[src/rtl/float_copro_seq.sv]
// Command sequencer for the float coprocessor: 4-entry register file, dispatch of
// MUL / ADD / SUB to external units over start/done, one response per command.
module float_copro_seq #(
  parameter int FW      = 32,
  parameter int TIMEOUT = 64,
  parameter int TW      = 7
) (
  input  logic          clk,
  input  logic          reset_n,
  input  logic          cmd_valid,
  output logic          cmd_ready,
  input  logic [2:0]    cmd_op,
  input  logic [1:0]    cmd_rd,
  input  logic [1:0]    cmd_ra,
  input  logic [1:0]    cmd_rb,
  input  logic [FW-1:0] cmd_data,
  output logic          rsp_valid,
  input  logic          rsp_ready,
  output logic [FW-1:0] rsp_data,
  output logic          rsp_err,
  output logic          mul_start,
  output logic [FW-1:0] mul_a,
  output logic [FW-1:0] mul_b,
  input  logic          mul_done,
  input  logic [FW-1:0] mul_res,
  output logic          add_start,
  output logic [FW-1:0] add_a,
  output logic [FW-1:0] add_b,
  output logic          add_sub,
  input  logic          add_done,
  input  logic [FW-1:0] add_res,
  output logic          busy
);

  localparam logic [2:0] OP_NOP   = 3'b000;
  localparam logic [2:0] OP_LOAD  = 3'b001;
  localparam logic [2:0] OP_MUL   = 3'b010;
  localparam logic [2:0] OP_ADD   = 3'b011;
  localparam logic [2:0] OP_SUB   = 3'b100;
  localparam logic [2:0] OP_STORE = 3'b101;

  typedef enum logic [1:0] {IDLE, MUL_WAIT, ADD_WAIT, RESP} state_t;

  state_t        state, state_nxt;
  logic [FW-1:0] regs [4];
  logic [1:0]    rd_q;
  logic [TW-1:0] tcnt;
  logic          accept, waiting, unit_done, tmo;
  logic [FW-1:0] unit_res;

  assign cmd_ready = (state == IDLE);
  assign rsp_valid = (state == RESP);
  assign busy      = (state != IDLE);
  assign accept    = cmd_valid && (state == IDLE);
  assign waiting   = (state == MUL_WAIT) || (state == ADD_WAIT);
  // Only the unit that was dispatched can end the wait; the other unit's done is ignored.
  assign unit_done = ((state == MUL_WAIT) && mul_done) || ((state == ADD_WAIT) && add_done);
  assign unit_res  = (state == MUL_WAIT) ? mul_res : add_res;
  assign tmo       = waiting && !unit_done && (tcnt == TW'(TIMEOUT - 1));

  always_ff @(posedge clk or negedge reset_n) begin
    if (!reset_n) state <= IDLE;
    else          state <= state_nxt;
  end

  always_comb begin
    state_nxt = state;
    case (state)
      IDLE: begin
        if (cmd_valid) begin
          case (cmd_op)
            OP_MUL:         state_nxt = MUL_WAIT;
            OP_ADD, OP_SUB: state_nxt = ADD_WAIT;
            default:        state_nxt = RESP;
          endcase
        end
      end
      MUL_WAIT, ADD_WAIT: if (unit_done || tmo) state_nxt = RESP;
      RESP:               if (rsp_ready) state_nxt = IDLE;
      default:            state_nxt = IDLE;
    endcase
  end

  always_ff @(posedge clk or negedge reset_n) begin
    if (!reset_n) begin
      for (int i = 0; i < 4; i++) regs[i] <= '0;
      rsp_data  <= '0;
      rsp_err   <= 1'b0;
      mul_a     <= '0;
      mul_b     <= '0;
      add_a     <= '0;
      add_b     <= '0;
      add_sub   <= 1'b0;
      mul_start <= 1'b0;
      add_start <= 1'b0;
      tcnt      <= '0;
      rd_q      <= '0;
    end else begin
      // Start pulses are high only in the first wait cycle.
      mul_start <= accept && (cmd_op == OP_MUL);
      add_start <= accept && ((cmd_op == OP_ADD) || (cmd_op == OP_SUB));
      if (accept) begin
        rd_q    <= cmd_rd;
        tcnt    <= '0;
        rsp_err <= 1'b0;
        case (cmd_op)
          OP_LOAD: begin
            regs[cmd_rd] <= cmd_data;
            rsp_data     <= cmd_data;
          end
          OP_STORE: rsp_data <= regs[cmd_ra];
          OP_NOP:   rsp_data <= '0;
          OP_MUL: begin
            mul_a <= regs[cmd_ra];
            mul_b <= regs[cmd_rb];
          end
          OP_ADD, OP_SUB: begin
            add_a   <= regs[cmd_ra];
            add_b   <= regs[cmd_rb];
            add_sub <= (cmd_op == OP_SUB);
          end
          default: begin
            rsp_err  <= 1'b1;
            rsp_data <= '0;
          end
        endcase
      end else if (waiting) begin
        if (unit_done) begin
          regs[rd_q] <= unit_res;
          rsp_data   <= unit_res;
          rsp_err    <= 1'b0;
        end else begin
          tcnt <= tcnt + TW'(1);
          if (tmo) begin
            rsp_err  <= 1'b1;
            rsp_data <= '0;
          end
        end
      end else if ((state == RESP) && rsp_ready) begin
        rsp_err <= 1'b0;
      end
    end
  end

endmodule

[config.mk]
export PLATFORM = sky130hd
export DESIGN_NAME = float_copro_seq
export DESIGN_NICKNAME = d
export VERILOG_FILES = /design/src/rtl/float_copro_seq.sv
export SDC_FILE = /design/constraint.sdc
export NUM_CORES = 1
export LEC_CHECK = 0
export CAP_MARGIN = 10
export CORE_MARGIN = 1
export CORE_UTILIZATION = 35
export DETAILED_ROUTE_END_ITERATION = 7
export PLACE_DENSITY = 0.59
export SYNTH_ARGS = -nofsm -noshare
export SYNTH_HDL_FRONTEND = slang
export SYNTH_SLANG_ARGS = --single-unit
[constraint.sdc]
create_clock -name clk -period 2.6 [get_ports clk]
set_clock_uncertainty 0.2 [all_clocks]
set_input_delay 0.52 -clock clk [delete_from_list [all_inputs] [get_ports clk]]
set_output_delay 0.52 -clock clk [all_outputs]
set_load 0.01 [all_outputs]
==> results of run 1 <==
[final timing paths]
check	endpoint	slack [ns]	cells past startpoint
hold reg to reg	add_b[9]	0.30	1
max in group asynchronous	mul_b[14]	1.16	3
min in group clk	add_b[9]	0.30	1
hold / removal	add_a[1]	0.26	2
setup / recovery	regs[120]	0.11	7
setup reg to reg	regs[120]	0.11	7
[power groups by stage]
stage                     logic (mW)  clock network (mW)  registers, mW
after global placement          8.61                   0           6.94
after floorplan                 4.10                   0           7.14
after detailed placement        8.73                   0           6.99
after CTS                       8.81                5.60           6.93
after global routing            9.32                5.77           7.09
final                           8.75                5.46           6.93
[per-layer routing]
layer,vias up,global-route usage,share of wire
li1,5030,-,-
met5,-,0,0.00030
met3,108,0.0408,0.058
met2,422,0.376,0.48
met1,5959,0.301,0.43
met4,2,0.0845,0.031
[state kept, by name, indices dropped and copies added, names as in the netlist]
register and flops:
regs 128, add_a 32, add_b 32, mul_a 32
mul_b 32, rsp_data 32, tcnt 7, rd_q 2
state 2, add_start 1, add_sub 1, mul_start 1
rsp_err 1
[per-stage QoR]
step           cell area [um2]  instances  TNS [ns]   util  setup slack, ns
2_1_floorplan            15200       1124         0      -           0.0315
3_3_place_gp             19700       2020    -47.72  0.459           -0.333
3_5_place_dp             19700       2020    -51.66  0.459           -0.369
4_1_cts                  21000       2085         0  0.490           0.0402
5_1_grt                  21000       2085         0  0.490           0.0188
6_report                 21000       2085         0  0.490            0.110
[layout make-up]
type	instances	area [um2]
fill	3862	21900
clock inverter	11	189
inverter	8	30.0
clock buffer	53	1090
sequential	303	7580
tap	585	732
timing repair buffer	412	4180
multi-input combinational	713	7250
[critical path, stage by stage, from the launching register on]
cell	delay [ns]
sky130_fd_sc_hd__dfrtp_1	0.34
sky130_fd_sc_hd__inv_1	0.08
sky130_fd_sc_hd__ha_4	0.18
sky130_fd_sc_hd__and2_4	0.13
sky130_fd_sc_hd__or3_2	0.46
sky130_fd_sc_hd__a221oi_4	0.38
sky130_fd_sc_hd__buf_12	0.22
sky130_fd_sc_hd__mux2_2	0.35
[cell usage after synthesis (2+ instances only)]
master / n
sky130_fd_sc_hd__a211o_1: 12
sky130_fd_sc_hd__a21oi_1: 6
sky130_fd_sc_hd__a221o_1: 20
sky130_fd_sc_hd__a22o_1: 2
sky130_fd_sc_hd__a2bb2oi_1: 2
sky130_fd_sc_hd__and3_1: 2
sky130_fd_sc_hd__buf_1: 11
sky130_fd_sc_hd__buf_2: 34
sky130_fd_sc_hd__buf_6: 5
sky130_fd_sc_hd__clkbuf_1: 50
sky130_fd_sc_hd__dfrtp_1: 303
sky130_fd_sc_hd__ha_1: 5
sky130_fd_sc_hd__inv_1: 8
sky130_fd_sc_hd__mux2_1: 7
sky130_fd_sc_hd__mux2_2: 283
sky130_fd_sc_hd__mux2i_1: 34
sky130_fd_sc_hd__mux4_2: 64
sky130_fd_sc_hd__nand2_1: 33
sky130_fd_sc_hd__nand2b_1: 2
sky130_fd_sc_hd__nand3_1: 22
sky130_fd_sc_hd__nand3b_1: 2
sky130_fd_sc_hd__nand4_1: 3
sky130_fd_sc_hd__nor2_1: 24
sky130_fd_sc_hd__nor3_1: 34
sky130_fd_sc_hd__nor3b_1: 4
sky130_fd_sc_hd__nor4_1: 2
sky130_fd_sc_hd__o21ai_0: 2
sky130_fd_sc_hd__o22ai_1: 96
sky130_fd_sc_hd__o2bb2ai_1: 31
sky130_fd_sc_hd__or2_2: 3
sky130_fd_sc_hd__xnor2_1: 3
sky130_fd_sc_hd__xor2_1: 3
[layout by cell type (no fill, tap or decap), drive strengths merged, types with 6 or more instances in the layout]
cell and count:
a211o 12, a21oi 6, a221o 20, buf 139
clkbuf 53, clkdlybuf4s50 269, dfrtp 303, inv 9
mux2 290, mux2i 34, mux4 64, nand2 33
nand3 22, nor2 24, nor3 34, o22ai 96
o2bb2ai 31
[cells by family (layout without fill, tap and decap cells)]
family                   after synthesis  after routing
multiplexers                         388            388
flip-flops                           303            303
AO/OA/AOI/OAI                        176            176
AND/OR/NAND/NOR                      138            138
buffers and inverters                108            484
XOR/XNOR                               6              6
adder cells (fa/ha/maj)                5              5
[timing repair]
action / CTS / global route
endpoints found under the hold margin: 58 / 0
hold buffers: 1 / 0
buffers inserted: 0 / 0
gates resized for setup: 8 / 1
endpoints found under the setup margin: 2 / 1
==> results by stage, run 1 <==
Status:
- The run finished with clean final reports.

Die:
- The die footprint is between 40,000 and 50,000 um2.
- The area of the placeable core is about 43,000 um2.
- The cell row count is 76.
- The die extent in y is 211 um.
- The x dimension of the die is 211 um.
- The initial utilization of the core area, before any placement, comes to 0.354.
- 278 I/O pins were placed.

Clocking:
- CTS placed an instance of sky130_fd_sc_hd__clkbuf_16 at the clock tree root.
- The number of buffers created by CTS is 37.
- Clock latency on the worst-skew pair, taken at its later pin, is 0.55 ns.
- The clock tree synthesis step divided the H-tree into 2 levels.
- The TritonCTS sink count is 303.
- The number of buffers on the longest clock path is 3.
- Clock-pin slew was measured on the worst setup and hold paths at 0.05 ns.
- The CTS tree is done.

Synth:
- The total of warnings raised by yosys is 0.
- The synthesized-area fraction occupied by ao, oa, aoi and oai cells is 0.0863.
- By area the synthesized netlist is led by sky130_fd_sc_hd__dfrtp_1, sky130_fd_sc_hd__mux2_2, sky130_fd_sc_hd__mux4_2.
- The net count after synthesis is 1,240.
- Of the total synthesized cell area, the portion taken by XOR and XNOR cells is 0.00345.
- The number of synthesized register bits is slightly above 300.
- The fraction of registers with async set/reset is 1.00.
- By area, the combinational part of the netlist is dominated by multiplexers.
- Of the total synthesized cell area, the portion taken by full adders, half adders and majority gates is 0.00411.
- After synthesis, the share of cell area in mux cells is 0.332.
- Of the post-synthesis cell area, the dominant cell type holds 0.498.
- Of the synthesized area, sequential elements account for 0.498.
- Counting every instance in the synthesized netlist gives around 1,100.
- The synthesized-area fraction occupied by and/or/nand/nor cells is 0.0443.
- The area of the mapped netlist is about 15,000 um2.
- Counting distinct cell types in the post-synthesis netlist gives 44.
- The mean post-synth cell area is 13.5 um2.
- Counting flops with a built-in enable in the synthesized netlist gives 0.
- The biggest area contributor in the post-synthesis netlist is sky130_fd_sc_hd__dfrtp_1.
- Among all flip-flop cells after synthesis, the most frequent one is sky130_fd_sc_hd__dfrtp_1.

Timing:
- Measured against its own limit, the worst slew margin works out to 0.637.
- Based on the critical path, the design can be clocked at up to approximately 400 MHz.
- The fraction of the cycle the final worst path needs is 0.958.
- The final number of max-transition violations is 0.
- The number of failing hold endpoints at the final stage is 0.
- Hold is met by about 0.26 ns.
- Setup violations remaining at the end of the flow were counted as 0.
- For the pin with the worst max-slew slack, the measured transition is 0.545 ns.
- Setup repair after global routing left no endpoint under its margin.
- The clock period could shrink to 2.49 ns.

Global route:
- The first global-routing pass estimated between 70,000 and 80,000 um of wire.
- The number of global-route vias before repair is approximately 12,000.
- The overflow left after global routing is 0.
- The global-route usage over all layers is 0.228.
- Entering global routing, the biggest net connects 49 pins.
- The number of antenna violations at the first check in global routing was 1.

Power and ir drop:
- The cell-internal power is about 14 mW.
- The power per cell area is around 1000 nW/um2.
- The share of power burned in combinational logic is 0.414.
- Of the total power, the clock network draws 0.258.
- Of the total power, the share spent switching nets is 0.329.
- In this run the static leakage power is 9.40 nW.
- The worst-case IR drop observed on VDD is ~0.42 mV.
- Summed over all nets, the switching power comes to 6.96 mW.
- The part of the power in registers is 0.328.
- Summing internal, switching and leakage power gives 21.1 mW.

Setup path:
- The largest driver fanout on the critical path is 17.
- By startpoint and endpoint, the worst setup path is classified as reg2reg.
- The signal arrival time at the worst endpoint is 2.70 ns.
- STA puts the critical path data required time at 2.81 ns.
- The launching point of the worst reg2reg path is state[1].
- The element type at the critical path start is a flop.
- The critical path startpoint is state[1].
- The endpoint type of the worst setup path is a flop.

Worst hold path:
- The path class of the tightest hold or removal check is in2async.

Routing:
- For this block, the routed nets add up to 50,100 um of wire.
- For this run, the detailed router's first-pass iteration total came to 5.
- The detail route stage leaves a number of antenna-violating nets equal to 0.
- The number of design-rule violations left by the first detailed-router iteration is about 850.
- For this run, design rule violations remaining after detail routing come to 0.
- The total vias in the final route is 11,500.
- In the routed layout, each cell is associated on average with a via count of 5.53.
- The average routed wire per standard cell is 24.0 um.

Layout:
- The fraction of layout instances using a drive strength above 1 is 0.377.
- The final layout contains 1,591 nets.
- The growth of design area from synthesis to finish is 38.3%.
- The number of antenna diodes in the final layout is 0.

Place:
- The routability congestion estimate is 0.830.
- The count of input and output buffers is 277.
- Detailed placement ended at an HPWL of 33,500 um.

Flow run:
- Across the run, the number of max-cap violations was 0.
No activity file was read; power rests on OpenSTA's default activity.
==> run 2, diff against run 1 <==
--- a/config.mk
+++ b/config.mk
@@ -6,10 +6,10 @@
 export NUM_CORES = 1
 export LEC_CHECK = 0
 export CAP_MARGIN = 10
-export CORE_MARGIN = 1
 export CORE_UTILIZATION = 35
 export DETAILED_ROUTE_END_ITERATION = 7
 export PLACE_DENSITY = 0.59
+export SLEW_MARGIN = 15
 export SYNTH_ARGS = -nofsm -noshare
 export SYNTH_HDL_FRONTEND = slang
 export SYNTH_SLANG_ARGS = --single-unit
==> constraint.sdc (replaced) <==
create_clock -name clk -period 2.08 [get_ports clk]
set_clock_uncertainty 0.2 [all_clocks]
set_input_delay 0.416 -clock clk [delete_from_list [all_inputs] [get_ports clk]]
set_output_delay 0.416 -clock clk [all_outputs]
set_load 0.01 [all_outputs]
==> results by stage, run 2 (synthesized netlist as in run 1, its figures left out) <==
Setup path:
- The category of the most critical setup path is reg2reg.
- The register-to-register setup slack is -0.35 ns (-0.46 ns).
- Walking the worst path, the cells encountered are inv_2 -> buf_6 -> ha_4 -> a22oi_2 -> buf_6 -> buf_6 -> nor2_4 -> a2bb2oi_4 -> buf_12 -> buf_12 -> mux2_2.
- The required time at the worst-slack endpoint is 2.31 ns (-0.50 ns).
- The buffer and inverter count on the worst path is 6 (+4).
- The highest-delay cell along the critical path is sky130_fd_sc_hd__dfrtp_1.
- The element type at the critical path start is a flop.
- The logic depth of the worst path, buffers included is 11 (+4).
- Broken down by cell family, the worst path's largest delay share belongs to buffers and inverters.
- The worst register-to-register path ends at regs[4].
- The worst reg2reg path depth is 11 (+4).
- STA classifies the critical path endpoint as a flop.
- The largest driver fanout on the critical path is 13 (-4).
- The signal arrival time at the worst endpoint is 2.66 ns (-0.04 ns).
- The launching point of the worst reg2reg path is state[1].
- The cell type with the highest occurrence count on the critical path is sky130_fd_sc_hd__buf_6.
- The largest stage delay on the critical path is 0.38 ns (-0.08 ns).

Timing:
- The worst slew margin relative to its limit was 0.627 (-0.00933).
- The number of failing hold endpoints at the final stage is 0 (unchanged).
- The maximum clock rate is 411 MHz (+2.4%).
- The minimum clock period is 2.43 ns (-0.0591 ns).
- The slack of the critical path is -0.351 ns (-0.461 ns).
- The final number of max-transition violations is 0 (unchanged).
- The final count of negative-setup-slack endpoints is 227 (+227).
- The fraction of the cycle the final worst path needs is 1.17 (+0.211).
- Setup repair after global routing could not meet its margin everywhere.
- The slew of the pin with the lowest slew margin is 0.559 ns (+0.0140 ns).

Routing:
- The average routed wire per standard cell is 26.3 um (+9.5%).
- The wire length on met1 came to 24,800 um (+15%).
- The routed length on met3 is 4010 um (+37%).
- The total vias in the final route is 12,500 (+8.5%).
- The average vias per placed instance is 5.67 (+2.5%).
- The aggregate routed wire length is 58,100 um (+16%).
- The final routed DRC violation total was 0 (unchanged).
- The number of nets with antenna violations after routing is 0 (unchanged).
- The number of detailed-routing iterations run before antenna repair is 6 (+1).
- The highest layer touched by signal routing is met4.
- The total length of routed met2 wires was 27,000 um (+12%).
- The number of design-rule violations left by the first detailed-router iteration was 950 (+11%).

Power and ir drop:
- The power per cell area is 1230 nW/um2 (+23%).
- The clock network fraction of design power is 0.215 (-0.043).
- The total design power is 29.3 mW (+39%).
- The static leakage power came to 12.1 nW (+29%).
- The maximum resistive drop on vdd was 0.667 mV (+58%).
- The switching power total was 9.95 mW (+43%).
- The share of power burned in combinational logic came to 0.490 (+0.076).
- The part of the power in registers is 0.295 (-0.033).
- The switching power share of the total is 0.340 (+0.0105).
- The cell-internal power is 19.3 mW (+36%).

Die:
- The x dimension of the die came to 211 um (unchanged).
- The area of the placeable core is 43,000 um2 (unchanged).
- The starting utilization of the core area is 0.354 (unchanged).
- The count of pins on the block boundary is 278 (unchanged).
- The die extent in y is 211 um (unchanged).
- The die footprint came to 44,300 um2 (unchanged).
- The cell row count is 76 (unchanged).

Global route:
- The number of antenna violations at the first check in global routing was 1 (unchanged).
- The number of global-route vias before repair is 12,800 (+4.5%).
- The pin count of the biggest net entering global routing is 66 (+35%).
- The first-pass GRT wire length is 81,700 um (+7.2%).
- The global-route usage over all layers was 0.248 (+0.0196).
- The overflow left after global routing was 0 (unchanged).

Clocking:
- TritonCTS built the clock tree.
- The maximum level of the CTS H-tree is 2 (unchanged).
- The root buffer cell chosen for the clock tree is sky130_fd_sc_hd__clkbuf_16.
- The clock slew at the register clock pins of the worst setup and hold paths is 0.05 ns (about the same).
- The number of buffers on the longest clock path was 3 (unchanged).
- The TritonCTS sink count is 303 (unchanged).
- The number of buffers created by CTS was 37 (unchanged).
- The clock network latency to the later pin of the worst-skew pair came to 0.56 ns (about the same).

Layout:
- In the layout the commonest cells are sky130_fd_sc_hd__dfrtp_1, sky130_fd_sc_hd__mux2_2, sky130_fd_sc_hd__buf_4.
- The share of the core filled with cells in the final layout is 0.553 (+0.0631).
- The register name with the most flops is regs.
- The growth of design area from synthesis to finish is 56.1%.
- The number of nets at the end of the flow is 1,715 (+7.8%).
- The library cell used most frequently in the layout, excluding fill and tap cells, is sky130_fd_sc_hd__dfrtp_1.
- The flip-flop count of the largest register after layout is 128 (unchanged).
- The fraction of layout instances using a drive strength above 1 is 0.452 (+0.0745).
- The fill cell instance count of the final layout was 3,544 (-8.2%).

Status:
- The final reports fail on negative setup slack.
- The flow ran to the end, but the final reports show violations.

Place:
- The HPWL after detailed placement is 34,500 um (+2.7%).
- The routability congestion estimate is 0.768 (-7.5%).
- The count of input and output buffers was 277 (unchanged).

Flow run:
- The max-capacitance violation count is 0 (unchanged).

Worst hold path:
- The worst hold path belongs to the class in2async.
-- run 2: cell type report --
class                           count  area [um2]  area share
Sequential cell                   303        7580       0.319
Timing Repair Buffer              536        6220       0.262
Clock inverter                      4        48.8     0.00205
Antenna cell                        1        2.50    0.000105
Multi-Input combinational cell    713        8040       0.338
Clock buffer                       56        1100      0.0463
Tap cell                          585         732      0.0308
Inverter                            8        32.5     0.00137
-- run 2: routing by layer --
layer,GRT usage,vias up
li1,-,5318
met1,0.331,6502
met2,0.400,559
met3,0.0496,121
met4,0.0890,0
met5,0,-
-- run 2: what timing repair did --
action | CTS | global route
gates cloned | 17 | 15
hold buffers | 1 | 0
hold endpoints to repair | 127 | 0
pin swaps | 12 | 5
gates resized for setup | 270 | 137
endpoints found under the setup margin | 319 | 350
buffers inserted | 26 | 17
-- run 2: power groups by stage --
stage / clock network (mW) / logic [mW] / registers, mW
floorplan: 0 / 5.50 / 8.93
global placement: 0 / 11.5 / 8.65
detailed placement: 0 / 11.6 / 8.72
CTS: 6.40 / 13.6 / 8.63
global route: 6.65 / 15.0 / 8.85
finish: 6.29 / 14.3 / 8.65
-- run 2: how the worst max path moves through the flow --
| stage | from | end | slack, ns |
|---|---|---|---|
| 4_1_cts | state[0] | rsp_data[9] | -0.31 |
| 6_report | state[1] | regs[4] | -0.35 |
| 3_5_place_dp | cmd_valid | regs[112] | -0.72 |
| 3_3_place_gp | cmd_valid | regs[112] | -0.70 |
| 5_1_grt | state[1] | regs[4] | -0.41 |
| 2_1_floorplan | state[1] | regs[101] | -0.40 |
-- run 2: through the flow --
stage / worst slack [ns] / hold WS, ns / cell area (um2) / setup TNS (ns) / instances
final: -0.351 / 0.155 / 23800 / -46.79 / 2206
after global routing: -0.411 / 0.165 / 23800 / -62.19 / 2206
after CTS: -0.313 / 0.156 / 22900 / -41.97 / 2180
after detailed placement: -0.719 / 0.151 / 20500 / -152.23 / 2079
after global placement: -0.698 / 0.154 / 20500 / -147.79 / 2079
after floorplan: -0.404 / -0.0796 / 15500 / -50.94 / 1124
